**src/rtl/tour_cmd_pkg.sv**
```systemverilog
// Shared constants for the tour command multiplexer: command fields, headings,
// responses and FSM state encodings.
package tour_cmd_pkg;

  localparam int unsigned CMD_W  = 16;
  localparam int unsigned IDX_W  = 5;
  localparam int unsigned RESP_W = 8;
  localparam int unsigned MOVE_W = 8;

  localparam logic [3:0] OP_MOVE = 4'h2;

  localparam logic [7:0] HDG_NORTH = 8'h00;
  localparam logic [7:0] HDG_WEST  = 8'h3F;
  localparam logic [7:0] HDG_SOUTH = 8'h7F;
  localparam logic [7:0] HDG_EAST  = 8'hBF;

  localparam logic [IDX_W-1:0]  LAST_IDX  = 5'd23;
  localparam logic [RESP_W-1:0] RESP_DONE = 8'hA5;
  localparam logic [RESP_W-1:0] RESP_BUSY = 8'h5A;

  // Tour FSM state encodings
  localparam logic [2:0] ST_IDLE  = 3'd0;
  localparam logic [2:0] ST_VERT  = 3'd1;
  localparam logic [2:0] ST_VWAIT = 3'd2;
  localparam logic [2:0] ST_HORZ  = 3'd3;
  localparam logic [2:0] ST_HWAIT = 3'd4;

  function automatic logic [CMD_W-1:0] mk_move_cmd(input logic [7:0] hdg,
                                                   input logic [3:0] squares);
    return {OP_MOVE, hdg, squares};
  endfunction

endpackage

```
**src/rtl/tour_move_decode.sv**
```systemverilog
// Splits a one-hot knight move into its vertical and horizontal motion commands;
// anything not one-hot becomes a pair of zero-length moves.
module tour_move_decode
  import tour_cmd_pkg::*;
(
  input  logic [MOVE_W-1:0] move,
  output logic [CMD_W-1:0]  vert_cmd,
  output logic [CMD_W-1:0]  horz_cmd
);

  always_comb begin
    vert_cmd = mk_move_cmd(HDG_NORTH, 4'd0);
    horz_cmd = mk_move_cmd(HDG_EAST, 4'd0);
    case (move)
      8'h01: begin vert_cmd = mk_move_cmd(HDG_NORTH, 4'd2); horz_cmd = mk_move_cmd(HDG_EAST, 4'd1); end
      8'h02: begin vert_cmd = mk_move_cmd(HDG_NORTH, 4'd2); horz_cmd = mk_move_cmd(HDG_WEST, 4'd1); end
      8'h04: begin vert_cmd = mk_move_cmd(HDG_NORTH, 4'd1); horz_cmd = mk_move_cmd(HDG_WEST, 4'd2); end
      8'h08: begin vert_cmd = mk_move_cmd(HDG_SOUTH, 4'd1); horz_cmd = mk_move_cmd(HDG_WEST, 4'd2); end
      8'h10: begin vert_cmd = mk_move_cmd(HDG_SOUTH, 4'd2); horz_cmd = mk_move_cmd(HDG_WEST, 4'd1); end
      8'h20: begin vert_cmd = mk_move_cmd(HDG_SOUTH, 4'd2); horz_cmd = mk_move_cmd(HDG_EAST, 4'd1); end
      8'h40: begin vert_cmd = mk_move_cmd(HDG_SOUTH, 4'd1); horz_cmd = mk_move_cmd(HDG_EAST, 4'd2); end
      8'h80: begin vert_cmd = mk_move_cmd(HDG_NORTH, 4'd1); horz_cmd = mk_move_cmd(HDG_EAST, 4'd2); end
      default: ;
    endcase
  end

endmodule

```
**src/rtl/tour_cmd.sv**
```systemverilog
// Passes UART commands through in idle; during a tour, sequences 24 knight moves
// as vertical/horizontal command pairs gated by the motion controller handshake.
module tour_cmd
  import tour_cmd_pkg::*;
(
  input  logic                clk,
  input  logic                rst,
  input  logic                start_tour,
  input  logic [MOVE_W-1:0]   move,
  output logic [IDX_W-1:0]    mv_indx,
  input  logic [CMD_W-1:0]    cmd_UART,
  input  logic                cmd_rdy_UART,
  output logic [CMD_W-1:0]    cmd,
  output logic                cmd_rdy,
  input  logic                clr_cmd_rdy,
  input  logic                send_resp,
  output logic [RESP_W-1:0]   resp
);

  logic [2:0]       state;
  logic [2:0]       state_nxt;
  logic [IDX_W-1:0] idx_nxt;
  logic [CMD_W-1:0] vert_cmd;
  logic [CMD_W-1:0] horz_cmd;
  logic             last_move;

  tour_move_decode u_decode (
    .move     (move),
    .vert_cmd (vert_cmd),
    .horz_cmd (horz_cmd)
  );

  assign last_move = (mv_indx == LAST_IDX);

  always_ff @(posedge clk or posedge rst) begin
    if (rst) begin
      state   <= ST_IDLE;
      mv_indx <= '0;
    end else begin
      state   <= state_nxt;
      mv_indx <= idx_nxt;
    end
  end

  // Next state and move index; inputs not listed per state are ignored
  always_comb begin
    state_nxt = state;
    idx_nxt   = mv_indx;
    case (state)
      ST_IDLE: begin
        if (start_tour) begin
          state_nxt = ST_VERT;
          idx_nxt   = '0;
        end
      end
      ST_VERT:  if (clr_cmd_rdy) state_nxt = ST_VWAIT;
      ST_VWAIT: if (send_resp)   state_nxt = ST_HORZ;
      ST_HORZ:  if (clr_cmd_rdy) state_nxt = ST_HWAIT;
      ST_HWAIT: begin
        if (send_resp) begin
          if (last_move) begin
            state_nxt = ST_IDLE;
          end else begin
            state_nxt = ST_VERT;
            idx_nxt   = IDX_W'(mv_indx + IDX_W'(1));
          end
        end
      end
      default: state_nxt = ST_IDLE;
    endcase
  end

  // Output muxes straight from the registered state, so no extra latency
  always_comb begin
    cmd     = cmd_UART;
    cmd_rdy = cmd_rdy_UART;
    resp    = RESP_BUSY;
    case (state)
      ST_IDLE:  resp = RESP_DONE;
      ST_VERT:  begin cmd = vert_cmd; cmd_rdy = 1'b1; end
      ST_VWAIT: begin cmd = vert_cmd; cmd_rdy = 1'b0; end
      ST_HORZ:  begin cmd = horz_cmd; cmd_rdy = 1'b1; end
      ST_HWAIT: begin
        cmd     = horz_cmd;
        cmd_rdy = 1'b0;
        if (last_move) resp = RESP_DONE;
      end
      default:  resp = RESP_DONE;
    endcase
  end

endmodule

```
**config.mk**
```make
export PLATFORM = sky130hd
export DESIGN_NAME = tour_cmd
export DESIGN_NICKNAME = d
export VERILOG_FILES = /design/src/rtl/tour_cmd_pkg.sv /design/src/rtl/tour_move_decode.sv /design/src/rtl/tour_cmd.sv
export SDC_FILE = /design/constraint.sdc
export NUM_CORES = 1
export LEC_CHECK = 0
export ABC_AREA = 1
export BUFFER_PORTS_ARGS = -buffer_cell sky130_fd_sc_hd__clkbuf_2
export CAP_MARGIN = 25
export CELL_PAD_IN_SITES_DETAIL_PLACEMENT = 1
export CELL_PAD_IN_SITES_GLOBAL_PLACEMENT = 1
export CORE_AREA = 2 2 64 66
export DETAILED_ROUTE_END_ITERATION = 8
export DIE_AREA = 0 0 66 68
export GPL_TIMING_DRIVEN = 0
export HOLD_SLACK_MARGIN = 0.06
export PLACE_DENSITY_LB_ADDON = 0.1
export SETUP_SLACK_MARGIN = 0.5
export SLEW_MARGIN = 20
export SYNTH_ARGS = -nofsm -noshare
export SYNTH_HDL_FRONTEND = slang
export SYNTH_SLANG_ARGS = --single-unit
```
**constraint.sdc**
```tcl
create_clock -name clk -period 1.34 [get_ports clk]
set_input_delay 0.067 -clock clk [delete_from_list [all_inputs] [get_ports clk]]
set_output_delay 0.067 -clock clk [all_outputs]
set_load 0.02 [all_outputs]
```
==> impl_metrics.ini <==
[outcome]
status = finished with violations
failed_checks = setup timing

[critical_path]
setup.worst_path.class = flip-flop to output pin
worstPathCellList = inv_2 -> nand2_4 -> nor2_8 -> buf_6 -> nand2_4 -> nand2_4 -> inv_6 -> buf_6 -> buf_4
critPathRequiredTime_ns = 1.27
top_cell_by_count_worst_path = sky130_fd_sc_hd__nand2_4
worst_setup_path_start_kind = flip-flop
critical_path.endpoint_type = output pin
path_max_fanout = 5
worst_path_dominant_cell_family = buffers and inverters
critical_path_arrival_ns = 1.55
timing.critical_path.buf_inv = 5
critical_path.slowest_cell = sky130_fd_sc_hd__dfrtp_2
timing.critical_path.slowest_cell_delay_ns = 0.41

[flow_run]
drv_cap = 0

[clock_tree]
clkSlewWorstSetupHoldPaths_ns = 0.04
clk_latency_ns = 0.23
cts_tree = yes
cts_sinks = 8
ctsHtreeMaxLevel = 1
cts_buffers = 3
cts_max_path_buffers = 2
clock-root-buffer = sky130_fd_sc_hd__clkbuf_8

[synth]
yosysWarnings = 0
synthesis.instances = 162
syn_area_per_cell_um2 = 6.36
synth_cell_types = 27
netlist_top_cells_area = sky130_fd_sc_hd__dfrtp_1 19%, sky130_fd_sc_hd__nand2_1 16%, sky130_fd_sc_hd__nor2_1 10%
synth_top_area_cell = sky130_fd_sc_hd__dfrtp_1
number_of_flip_flops_and_latches_in_the_synthesized_netlist = 8
synth_top_cell_area_share_pct = 19.4
synthesis.area_um2 = 1030
yosysSeqAreaShare_pct = 19.4
syn-num-nets = 193

[global_route]
grt_pass1_vias = 1234
antenna_violations_before_repair = 0
globalRoute.totalOverflow = 0
grt_first_pass_wirelength_mm = 5.41
grt_start_max_net_pins = 11
grt.total_usage_pct = 15.5

[route]
wirelength_mm = 3.72
drt-initial-drc-count = 13
drcViolationCount = 0
drt_first_pass_iters = 4
viasPerCell = 4.38
dr_total_vias = 1302
wire_per_inst_um = 12.5
ant_nets = 0

[pwr]
p_sw_share_pct = 50.1
power_frac_comb_pct = 88.6
leakage_nw = 1.12
internal_power_mw = 2.98
p_sw_mw = 2.99
power.sequential.fraction_pct = 6.5
power.ir.vdd_worst_mv = 1.48
power-per-cell-area_nw_per_um2 = 2920
share_clk_of_total_power_pct = 4.9

[placed_design]
gp_routability_congestion = 0.743
detailed_place_hpwl_mm = 2.67
portBuffers = 59

[floorplan]
row_count = 23
start_util_pct = 26.7
placeableCoreArea_um2 = 3860
die_width_um = 66
fp.dieH_um = 68
fp.dieArea_um2 = 4490
ioPinCount = 60

[finish]
share_of_final_layout_standard_cells_stronger_than_drive_strength_1_pct = 61.9
areaGrowthSynthToFinish_pct = 98.1
num-fill-cells = 489
antenna_diode_count = 0
finish.net_count = 280

[sta]
worst_slew_pin_slew_ns = 0.323
finClkSkew_ns = 0.00374
grt_setup_unrepaired = yes
layout_worst_path_cycle_share_pct = 121
worst_slack_ns = -0.278
report.final.setup_viol = 31
clock.fmax_ghz = 0.618
worst_slew_margin_rel_pct = 78.5
finalHoldWorstSlack_ns = 0.163
finalWorstPathRequiredPeriod_ns = 1.62
hold_violation_total_from_the_final_report = 0
finalMaxSlewViolations = 0
fin_tns_setup_ns = -6.35

[hold_path]
path_type_of_the_worst_min_delay_path = input pin to flip-flop
logic make-up after synthesis:
logic type | Yosys count | synth area share [%]
AND/OR/NAND/NOR | 111 | 56.7
adder cells (fa/ha/maj) | 1 | 1.21
AO/OA/AOI/OAI | 7 | 3.76
XOR/XNOR | 3 | 2.55
flip-flops | 8 | 19.4
buffers and inverters | 32 | 16.4
stage by stage:
step	std cells	util, %	setup slack [ns]	instance area, um^2	total power, mW
2_1_floorplan	162	-	0.0304	1230	3.39
3_3_place_gp	271	41.2	-0.149	1590	4.16
3_5_place_dp	271	41.2	-0.185	1590	4.28
4_1_cts	290	49.6	-0.294	1910	5.43
5_1_grt	297	53.0	-0.347	2040	6.31
6_report	297	53.0	-0.278	2040	5.97
metal layers:
metal	vias to the layer above	wire, um	track usage [%]
li1	660	-	-
met1	606	1390	16.2
met2	32	2150	31.7
met3	4	155	2.14
met4	0	23	4.59
met5	-	0	0
registers in the layout, summed over array words and instances, names as in the netlist:
signal / count
state: 3
mv_indx: 5
placed cells by master (no fill, tap or decap), types with 2 or more instances in the layout:
master | synthesis | routed
sky130_fd_sc_hd__clkbuf_8 | 0 | 9
sky130_fd_sc_hd__nand2_8 | 2 | 3
sky130_fd_sc_hd__inv_6 | 1 | 2
sky130_fd_sc_hd__o21ai_1 | 4 | 4
sky130_fd_sc_hd__buf_8 | 0 | 4
sky130_fd_sc_hd__dfrtp_1 | 8 | 4
sky130_fd_sc_hd__dfrtp_2 | 0 | 4
sky130_fd_sc_hd__nand2_1 | 43 | 33
sky130_fd_sc_hd__nand3_4 | 0 | 5
sky130_fd_sc_hd__nand3_2 | 3 | 4
sky130_fd_sc_hd__buf_4 | 6 | 21
sky130_fd_sc_hd__inv_4 | 2 | 4
sky130_fd_sc_hd__buf_2 | 0 | 2
sky130_fd_sc_hd__xor2_1 | 3 | 3
sky130_fd_sc_hd__nor2_4 | 1 | 4
sky130_fd_sc_hd__nor2_1 | 28 | 24
sky130_fd_sc_hd__buf_6 | 0 | 15
sky130_fd_sc_hd__clkbuf_2 | 0 | 33
sky130_fd_sc_hd__nor2_2 | 1 | 2
sky130_fd_sc_hd__inv_1 | 18 | 15
sky130_fd_sc_hd__nand3_1 | 10 | 4
sky130_fd_sc_hd__nand2_2 | 11 | 7
sky130_fd_sc_hd__nand2_4 | 4 | 18
sky130_fd_sc_hd__clkbuf_4 | 0 | 5
sky130_fd_sc_hd__nand3b_1 | 3 | 3
sky130_fd_sc_hd__inv_2 | 4 | 4
Yosys cell counts, drive strengths merged:
cell / instances
a21oi: 1
buf: 7
dfrtp: 8
ha: 1
inv: 25
nand2: 60
nand3: 13
nand3b: 3
nand4: 1
nor2: 31
nor3: 1
o21ai: 6
or2: 2
xor2: 3
tightest hold or removal path, delay by kind of cell:
family	cells	cell delay (ns)
simple gates	2	0.14
buf+inv	2	0.14
worst paths after layout:
check	slack, ns	end	cells after the start	startpoint
min in group asynchronous	0.32	mv_indx[3]	3	rst
setup reg to reg	-0.11	mv_indx[2]	10	state[0]
hold reg to reg	0.57	mv_indx[0]	2	mv_indx[0]
setup / recovery	-0.28	resp[7]	9	state[0]
max in group asynchronous	0.75	state[0]	3	rst
hold / removal	0.16	state[2]	4	send_resp
layout make-up:
class	count	area, um^2	area share, %
Buffer	7	80.1	3.92
Multi-Input combinational cell	123	907	44.4
Timing Repair Buffer	81	632	30.9
Clock buffer	3	41.3	2.02
Inverter	25	114	5.58
Tap cell	50	62.6	3.06
Sequential cell	8	205	10.0
repair_timing:
| action | in CTS | in global routing |
|---|---|---|
| hold buffers | 1 | 0 |
| setup endpoints to repair | 38 | 38 |
| gates cloned | 0 | 1 |
| buffers inserted | 15 | 6 |
| gates resized for setup | 37 | 33 |
| hold endpoints to repair | 8 | 0 |
| pin swaps | 4 | 9 |
power groups by stage:
stage	Clock (mW)	Combinational, mW	Sequential (mW)
final	0.292	5.29	0.389
after global routing	0.317	5.59	0.394
after CTS	0.306	4.74	0.379
after detailed placement	0	3.89	0.390
after global placement	0	3.77	0.387
after floorplan	0	3.00	0.392
No activity file was read; power rests on OpenSTA's default activity.
